--- src/rtl/hazard_pkg.sv ---
// hazard_pkg: shared constants and load-stall state encoding for the hazard controller
package hazard_pkg;
  localparam int REG_ZERO = 0;
  localparam int DEF_LOAD_LATENCY = 1;
  localparam int DEF_FLUSH_DEPTH = 1;
  localparam int DEF_MULDIV_CYCLES = 32;
  typedef enum logic {IDLE = 1'b0, LOAD_STALL = 1'b1} load_state_e;
endpackage

--- src/rtl/hazard_down_counter.sv ---
// hazard_down_counter: loadable down counter that saturates at zero and flags non-zero
module hazard_down_counter #(
  parameter int W = 3
) (
  input  logic         clk,
  input  logic         reset,
  input  logic         clear,
  input  logic         load,
  input  logic [W-1:0] load_val,
  output logic         nz
);
  logic [W-1:0] cnt;
  always_ff @(posedge clk)
    if (reset || clear) cnt <= '0;
    else if (load) cnt <= load_val;
    else if (nz) cnt <= cnt - W'(1);
  assign nz = |cnt;
endmodule

--- src/rtl/hazard_control_unit.sv ---
// hazard_control_unit: load-use, branch-flush and HI/LO interlock control for the 5-stage pipeline
module hazard_control_unit
  import hazard_pkg::*;
#(
  parameter int REG_ADDR_W = 5,
  parameter int LOAD_LATENCY = DEF_LOAD_LATENCY,
  parameter int FLUSH_DEPTH = DEF_FLUSH_DEPTH,
  parameter int MULDIV_CYCLES = DEF_MULDIV_CYCLES
) (
  input  logic                  clk,
  input  logic                  reset,
  input  logic                  in_BranchControl,
  input  logic                  ID_EX_MemRead,
  input  logic [REG_ADDR_W-1:0] ID_EX_RegisterRt,
  input  logic [REG_ADDR_W-1:0] IF_ID_RegisterRs,
  input  logic [REG_ADDR_W-1:0] IF_ID_RegisterRt,
  input  logic                  IF_ID_ReadsHiLo,
  input  logic                  muldiv_start,
  output logic                  Stall,
  output logic                  Flush,
  output logic                  PCWrite,
  output logic                  IF_ID_Write,
  output logic                  ID_EX_Bubble,
  output logic                  MulDivBusy
);
  load_state_e state;
  logic load_nz, flush_nz, md_nz;
  logic load_hit, hilo_hit, flush_raw, load_start;
  // The load counter is the FSM state register: LOAD_STALL exactly while it is non-zero
  always_comb begin
    state = load_nz ? LOAD_STALL : IDLE;
    load_hit = ID_EX_MemRead && ID_EX_RegisterRt != REG_ADDR_W'(REG_ZERO) &&
               (ID_EX_RegisterRt == IF_ID_RegisterRs || ID_EX_RegisterRt == IF_ID_RegisterRt);
    hilo_hit = IF_ID_ReadsHiLo && md_nz;
    flush_raw = in_BranchControl || flush_nz;
    load_start = state == IDLE && load_hit && !flush_raw;
    Flush = !reset && flush_raw;
    Stall = !reset && !flush_raw && (load_hit || state == LOAD_STALL || hilo_hit);
    PCWrite = !Stall;
    IF_ID_Write = !Stall;
    ID_EX_Bubble = Stall;
    MulDivBusy = !reset && md_nz;
  end
  hazard_down_counter #(.W(3)) u_load (
    .clk(clk), .reset(reset), .clear(flush_raw), .load(load_start),
    .load_val(3'(LOAD_LATENCY - 1)), .nz(load_nz)
  );
  hazard_down_counter #(.W(3)) u_flush (
    .clk(clk), .reset(reset), .clear(1'b0), .load(in_BranchControl),
    .load_val(3'(FLUSH_DEPTH - 1)), .nz(flush_nz)
  );
  hazard_down_counter #(.W(6)) u_md (
    .clk(clk), .reset(reset), .clear(1'b0), .load(muldiv_start),
    .load_val(6'(MULDIV_CYCLES - 1)), .nz(md_nz)
  );
endmodule

--- config.mk ---
export PLATFORM = sky130hd
export DESIGN_NAME = hazard_control_unit
export DESIGN_NICKNAME = d
export VERILOG_FILES = /design/src/rtl/hazard_pkg.sv /design/src/rtl/hazard_down_counter.sv /design/src/rtl/hazard_control_unit.sv
export SDC_FILE = /design/constraint.sdc
export NUM_CORES = 1
export LEC_CHECK = 0
export ABC_AREA = 1
export CAP_MARGIN = 20
export CORE_AREA = 2 2 45 47
export CTS_BUF_LIST = sky130_fd_sc_hd__clkbuf_4
export DETAILED_ROUTE_END_ITERATION = 6
export DIE_AREA = 0 0 47 49
export GPL_TIMING_DRIVEN = 0
export PLACE_DENSITY = 0.89
export SYNTH_ARGS = -nofsm -noshare
export SYNTH_HDL_FRONTEND = slang
export SYNTH_SLANG_ARGS = --single-unit
export TNS_END_PERCENT = 5
--- constraint.sdc ---
create_clock -name clk -period 2.6 [get_ports clk]
set_input_delay 0.39 -clock clk [delete_from_list [all_inputs] [get_ports clk]]
set_output_delay 0.39 -clock clk [all_outputs]
set_load 0.03 [all_outputs]
==> results of run 1 <==
-- area by class of cell --
class                   count  area (µm²)  share of cell area [%]
flip-flops and latches     12         240                    19.9
repair buffers             26         256                    21.3
clock buffers               3        22.5                    1.87
plain buffers               2        15.0                    1.24
clock inverters             1        3.75                   0.311
well taps                  27        33.8                    2.80
multi-input cells          89         514                    42.6
inverters                  32         120                    9.96
-- cell usage in the layout (no fill, tap or decap), types with 2 or more instances in the layout --
cell type,n
a21oi_1,4
inv_1,24
nand3_1,4
nor2_2,2
nor2_1,12
xnor2_1,6
dfxtp_1,12
clkinv_1,2
buf_4,4
nand2_1,35
clkdlybuf4s50_1,22
clkbuf_4,3
nor2_4,2
o22ai_1,2
ha_1,6
inv_2,7
o21ai_0,4
-- stage by stage --
step           setup WS, ns  hold slack, ns  power, mW
4_1_cts              0.0199           0.485      0.475
3_3_place_gp        -0.0943           0.452      0.350
3_5_place_dp         -0.108           0.471      0.356
5_1_grt              0.0534           0.503      0.499
2_1_floorplan         0.709           0.437      0.294
6_report              0.213           0.480      0.471
-- sequential cells by signal, indices dropped and copies added (netlist names) --
register and flops:
u_md.cnt 6, u_flush.cnt 3, u_load.cnt 3
-- power by group through the flow --
stage	sequential, mW	combinational, mW	clock, mW
2_1_floorplan	0.205	0.0888	0
3_3_place_gp	0.206	0.143	0
3_5_place_dp	0.207	0.149	0
4_1_cts	0.203	0.148	0.124
5_1_grt	0.204	0.164	0.130
6_report	0.203	0.148	0.120
-- cell usage after synthesis (2+ instances only) --
library cell	instances
a21oi_1	4
o22ai_1	2
nand3_1	4
nand2_1	35
o21ai_0	4
nor2_4	2
inv_2	7
dfxtp_1	12
xnor2_1	6
nor2_1	13
ha_1	6
buf_4	2
inv_1	24
-- logic make-up (layout without fill, tap and decap cells) --
logic type,after synthesis,after routing
flip-flops,12,12
XOR/XNOR,7,7
AND/OR/NAND/NOR,62,62
AO/OA/AOI/OAI,14,14
buffers and inverters,34,64
adder cells (fa/ha/maj),6,6
-- worst min-delay path, cell delays in order, from the launching register on --
cell     delay (ns)
dfxtp_1        0.32
nand2_1        0.06
a21oi_1        0.06
-- metal layers --
| metal | track usage, % | vias up |
|---|---|---|
| li1 | - | 467 |
| met1 | 20.0 | 398 |
| met2 | 37.0 | 17 |
| met3 | 3.70 | 4 |
| met4 | 8.33 | 0 |
| met5 | 0 | - |
-- what timing repair did --
| action | in CTS | in global routing |
|---|---|---|
| resized for setup | 4 | 2 |
| hold endpoints to repair | 0 | 0 |
| hold buffers | 0 | 0 |
| setup endpoints to repair | 3 | 2 |
| pin swaps | 0 | 0 |
-- worst max-delay path by stage --
stage	slack (ns)	startpoint	end
floorplan	0.71	u_load.cnt[0]	Stall
global placement	-0.09	ID_EX_RegisterRt[0]	Stall
detailed placement	-0.11	ID_EX_RegisterRt[0]	Stall
CTS	0.02	ID_EX_RegisterRt[2]	IF_ID_Write
global route	0.05	ID_EX_RegisterRt[4]	ID_EX_Bubble
finish	0.21	u_md.cnt[0]	MulDivBusy
==> flow_summary.yaml, run 1 <==
outcome:
  outcome: "finished, final reports clean"
logic_synthesis:
  ys_seq_area_share_pct: 27.1
  yosysWarnings: 0
  netlist_instances: 135
  synth_fa_ha_area_share_pct: 8.46
  synth-compound-area-share_pct: 9.45
  syn-cell-area_um2: 887
  synth.avg_cell_area_um2: 6.57
  synth-async-reset-ratio_pct: 0
  synthMuxAreaShare_pct: 0
  synth_top_family_by_area: "simple AND/OR/NAND/NOR gates"
  synth.top_cell.area_share_pct: 27.1
  ys_types: 27
  synth_edf_count: 0
  synth_xor_xnor_area_share_pct: 6.91
  ys.flop_type: "dfxtp_1"
  synth.area.top_cells: "dfxtp_1 (27%), nand2_1 (15%), inv_1 (10%)"
  syn-num-nets: 162
  synthSimpleGateAreaFrac_pct: 32.9
  synth_area_leader_cell: "dfxtp_1"
  synth-seq-cells: 12
clocking:
  clockBufferDepth: 2
  htreeDepth: 1
  cts_setup_buffers: 0
  cts_sinks: 12
  cts_buffers: 3
  cts_tree: "done"
  clkSlewWorstSetupHoldPaths_ns: 0.08
  clock_latency_ns: 0.28
  root_buffer: "clkbuf_4"
worst_setup_path:
  crit_cells: 6
  cp_top_family: "buffers and inverters"
  crit_path_max_fanout: 5
  crit_buf_inv: 3
  r2r-start: "u_md.cnt[0]"
  start_kind: "flop"
  worst_path_most_repeated_cell: "inv_1"
  slowest_stage: "clkdlybuf4s50_1"
  r2r-end: "u_md.cnt[3]"
  path_cells: "inv_1 > ha_1 > nand3_4 > nand2_1 > inv_1 > clkdlybuf4s50_1"
  r2r_slack_ns: 1.36
  endpoint_kind: "primary output"
  arrival_ns: 2.00
  worstPathRequired_ns: 2.21
  max_stage_delay_ns: 0.66
  rr_worst_depth: 5
  path_class: "reg2out"
cells_and_area:
  areaGrowthSynthToFinish_pct: 36.0
  diodes: 0
  fin_area_mm2: 0.00121
  final_net_count: 193
  final_util_pct: 65.5
  drive_gt1_share_pct: 13.3
  nFillCells: 172
  stdcell_count: 192
power_and_ir_drop:
  powerDensity_mw_per_mm2: 391
  comb_power_share_pct: 31.4
  p_sw_share_pct: 32.0
  p_switching_mw: 0.151
  cellInternalPower_mw: 0.320
  clkPwrFrac_pct: 25.4
  seq_power_share_pct: 43.2
  p_leak_nw: 0.603
  irDropWorstVdd_v: 0.000226
timing:
  rsz0062_at_grt: "no"
  worst_slew_pin_slew_ns: 0.321
  maxSlewHeadroom_pct: 78.6
  max_clock_freq_ghz: 0.419
  finalMaxSlewViolations: 0
  finalSetupViolCount: 0
  finalHoldViolations: 0
  fin_crit_ns: 2.39
  period_share_pct: 91.8
  final.setup.tns_ns: 0
  fin_worst_skew_ns: 0.0133
floorplanning:
  rows: 16
  io_pins: 27
  die_area_mm2: 0.00230
  start_util_pct: 48.2
  coreArea_mm2: 0.00184
  die_y_um: 49
  die_x_um: 47
place:
  dp_hpwl_um: 1640
  routabilityCongestion: 0.814
  dp_cells: 188
  place_area_mm2: 0.00118
  io_buffers: 26
routing:
  num_vias: 886
  wl_met2_um: 1050
  drt-met1-wl_um: 832
  drc: 0
  top_layer: "met4"
  viasPerCell: 4.61
  dr_wl_met3_um: 90
  antenna_violating_nets_post_route: 0
  detail_route.wl_per_cell_um: 10.4
  first_pass_iters: 4
  drtIter0Drc: 4
  finalWirelength_um: 1990
job:
  cap_violations: 0
global_route:
  grt-ovfl-total: 0
  antenna_found_initial: 0
  first_global_vias: 888
  grt_max_degree: 8
  grtUsageTotal_pct: 19.9
  grt_pass1_wl_um: 3410
min_path:
  min_path_type: "reg2reg"
  min_from: "u_md.cnt[0]"
  hold-path-endpoint: "u_md.cnt[0]"
  hold_depth: 2
(Power assumes the default switching activity.)
==> inputs of run 2 (changes only) <==
--- a/config.mk
+++ b/config.mk
@@ -7,12 +7,12 @@
 export LEC_CHECK = 0
 export ABC_AREA = 1
 export CAP_MARGIN = 20
-export CORE_AREA = 2 2 45 47
+export CORE_AREA = 2 2 46 48
 export CTS_BUF_LIST = sky130_fd_sc_hd__clkbuf_4
 export DETAILED_ROUTE_END_ITERATION = 6
-export DIE_AREA = 0 0 47 49
+export DIE_AREA = 0 0 48 50
 export GPL_TIMING_DRIVEN = 0
-export PLACE_DENSITY = 0.89
+export PLACE_DENSITY = 0.86
 export SYNTH_ARGS = -nofsm -noshare
 export SYNTH_HDL_FRONTEND = slang
 export SYNTH_SLANG_ARGS = --single-unit
==> flow_summary.yaml, run 2 (same netlist as run 1, synthesis figures left out) <==
clocking:
  cts_hold_buffers: 0
  htreeDepth: 1
  clockBufferDepth: 2
  clock_latency_ns: 0.28
  root_buffer: "clkbuf_4"
  cts_tree: "done"
  cts_setup_buffers: 0
  cts_buffers: 3
  cts_resized: 3
  cts_sinks: 12
  clkSlewWorstSetupHoldPaths_ns: 0.09
place:
  io_buffers: 26
  routabilityCongestion: 0.760
  place_ws_ns: -0.174
  dp_hpwl_um: 1700
routing:
  dr_wl_met3_um: 42
  drtIter0Drc: 8
  detail_route.wl_per_cell_um: 10.6
  num_vias: 877
  drc: 0
  drt-met1-wl_um: 807
  wl_met2_um: 1180
  finalWirelength_um: 2030
  antenna_violating_nets_post_route: 0
  first_pass_iters: 3
  viasPerCell: 4.57
  top_layer: "met3"
global_route:
  first_global_vias: 876
  grtUsageTotal_pct: 19.1
  grt_pass1_wl_um: 3350
  antenna_found_initial: 0
  grt-ovfl-total: 0
  grt_max_degree: 8
worst_setup_path:
  worst_path_most_repeated_cell: "nand2_1"
  path_class: "in2out"
  worstPathRequired_ns: 2.21
  endpoint_kind: "primary output"
  path_cells: "clkdlybuf4s50_1 > inv_2 > nand2_1 > nand2_1 > nor2_1 > nand3_1 > nand2_1 > nand2_1 > nand2_1 > nand2_2 > inv_2 > dlygate4sd2_1"
  endpoint: "ID_EX_Bubble"
  r2r_slack_ns: 1.38
  r2r-start: "u_md.cnt[0]"
  critPathLaunch: "ID_EX_RegisterRt[3]"
  crit_path_max_fanout: 3
  rr_worst_depth: 6
  arrival_ns: 2.01
  max_stage_delay_ns: 0.52
  start_kind: "input port"
  slowest_stage: "clkdlybuf4s50_1"
  r2r-end: "u_md.cnt[1]"
cells_and_area:
  largest_reg_flops: 6
  diodes: 0
  most-common-layout-cells: "nand2_1 (35), inv_1 (24), clkdlybuf4s50_1 (22), nor2_1 (12), dfxtp_1 (12)"
  final_util_pct: 63.7
  final_common_cell: "nand2_1"
  areaGrowthSynthToFinish_pct: 36.5
  drive_gt1_share_pct: 12.7
  final_net_count: 193
  reg_top3: "u_md.cnt (6), u_flush.cnt (3), u_load.cnt (3)"
  largest-register: "u_md.cnt"
  nFillCells: 174
job:
  cap_violations: 0
timing:
  finalWorstSetupSlack_ns: 0.202
  max_clock_freq_ghz: 0.417
  finalSetupViolCount: 0
  finalHoldViolations: 0
  period_share_pct: 92.2
  worst_slew_pin_slew_ns: 0.335
  rsz0062_at_grt: "no"
  fin_worst_skew_ns: 0.0174
  fin_crit_ns: 2.40
  finalMaxSlewViolations: 0
  final.setup.tns_ns: 0
  hold_ws_ns: 0.481
  maxSlewHeadroom_pct: 77.6
outcome:
  outcome: "finished, final reports clean"
power_and_ir_drop:
  power_mw: 0.471
  powerDensity_mw_per_mm2: 389
  irDropWorstVdd_v: 0.000282
  p_leak_nw: 0.605
min_path:
  min_path_type: "reg2reg"
floorplanning:
  io_pins: 27
  die_y_um: 50
  die_x_um: 48
  start_util_pct: 46.6
  die_area_mm2: 0.00240
  coreArea_mm2: 0.00190
  rows: 16
==> run 2: stage by stage <==
step	cell area [µm²]	cells
finish	1210	192
global route	1210	192
CTS	1210	192
detailed placement	1180	188
global placement	1180	188
floorplan	887	135
==> run 2: how the worst min path moves through the flow <==
stage	start	depth (start not counted)	slack, ns	end
final	u_md.cnt[0]	2	0.48	u_md.cnt[0]
after detailed placement	u_md.cnt[0]	2	0.46	u_md.cnt[0]
after CTS	u_md.cnt[0]	2	0.48	u_md.cnt[0]
after floorplan	u_md.cnt[1]	2	0.44	u_md.cnt[1]
after global routing	u_md.cnt[0]	2	0.50	u_md.cnt[0]
after global placement	u_md.cnt[0]	2	0.45	u_md.cnt[0]
==> run 2: area by class of cell <==
type	instances	area [µm²]	share of cell area, %
inverter	32	120	9.92
timing repair buffer	26	262	21.6
tap	27	33.8	2.79
clock inverter	1	3.75	0.310
buffer	2	15.0	1.24
multi-input combinational	89	514	42.5
clock buffer	3	22.5	1.86
sequential	12	240	19.8
==> run 2: per-layer routing <==
| metal | up-vias | track usage [%] |
|---|---|---|
| li1 | 468 | - |
| met1 | 398 | 16.6 |
| met2 | 11 | 40.0 |
| met3 | 0 | 4.76 |
| met4 | 0 | 2.70 |
| met5 | - | 0 |
==> run 2: critical path, delay by kind of cell <==
family | cells | cell delay (ns)
simple gates | 8 | 0.61
buf+inv | 4 | 1.03
==> run 2: power breakdown <==
part / leakage (nW) / switching [mW] / internal [mW]
Clock: 0.0154 / 0.0630 / 0.0556
Sequential: 0.0984 / 0.00932 / 0.193
Combinational: 0.491 / 0.0781 / 0.0715
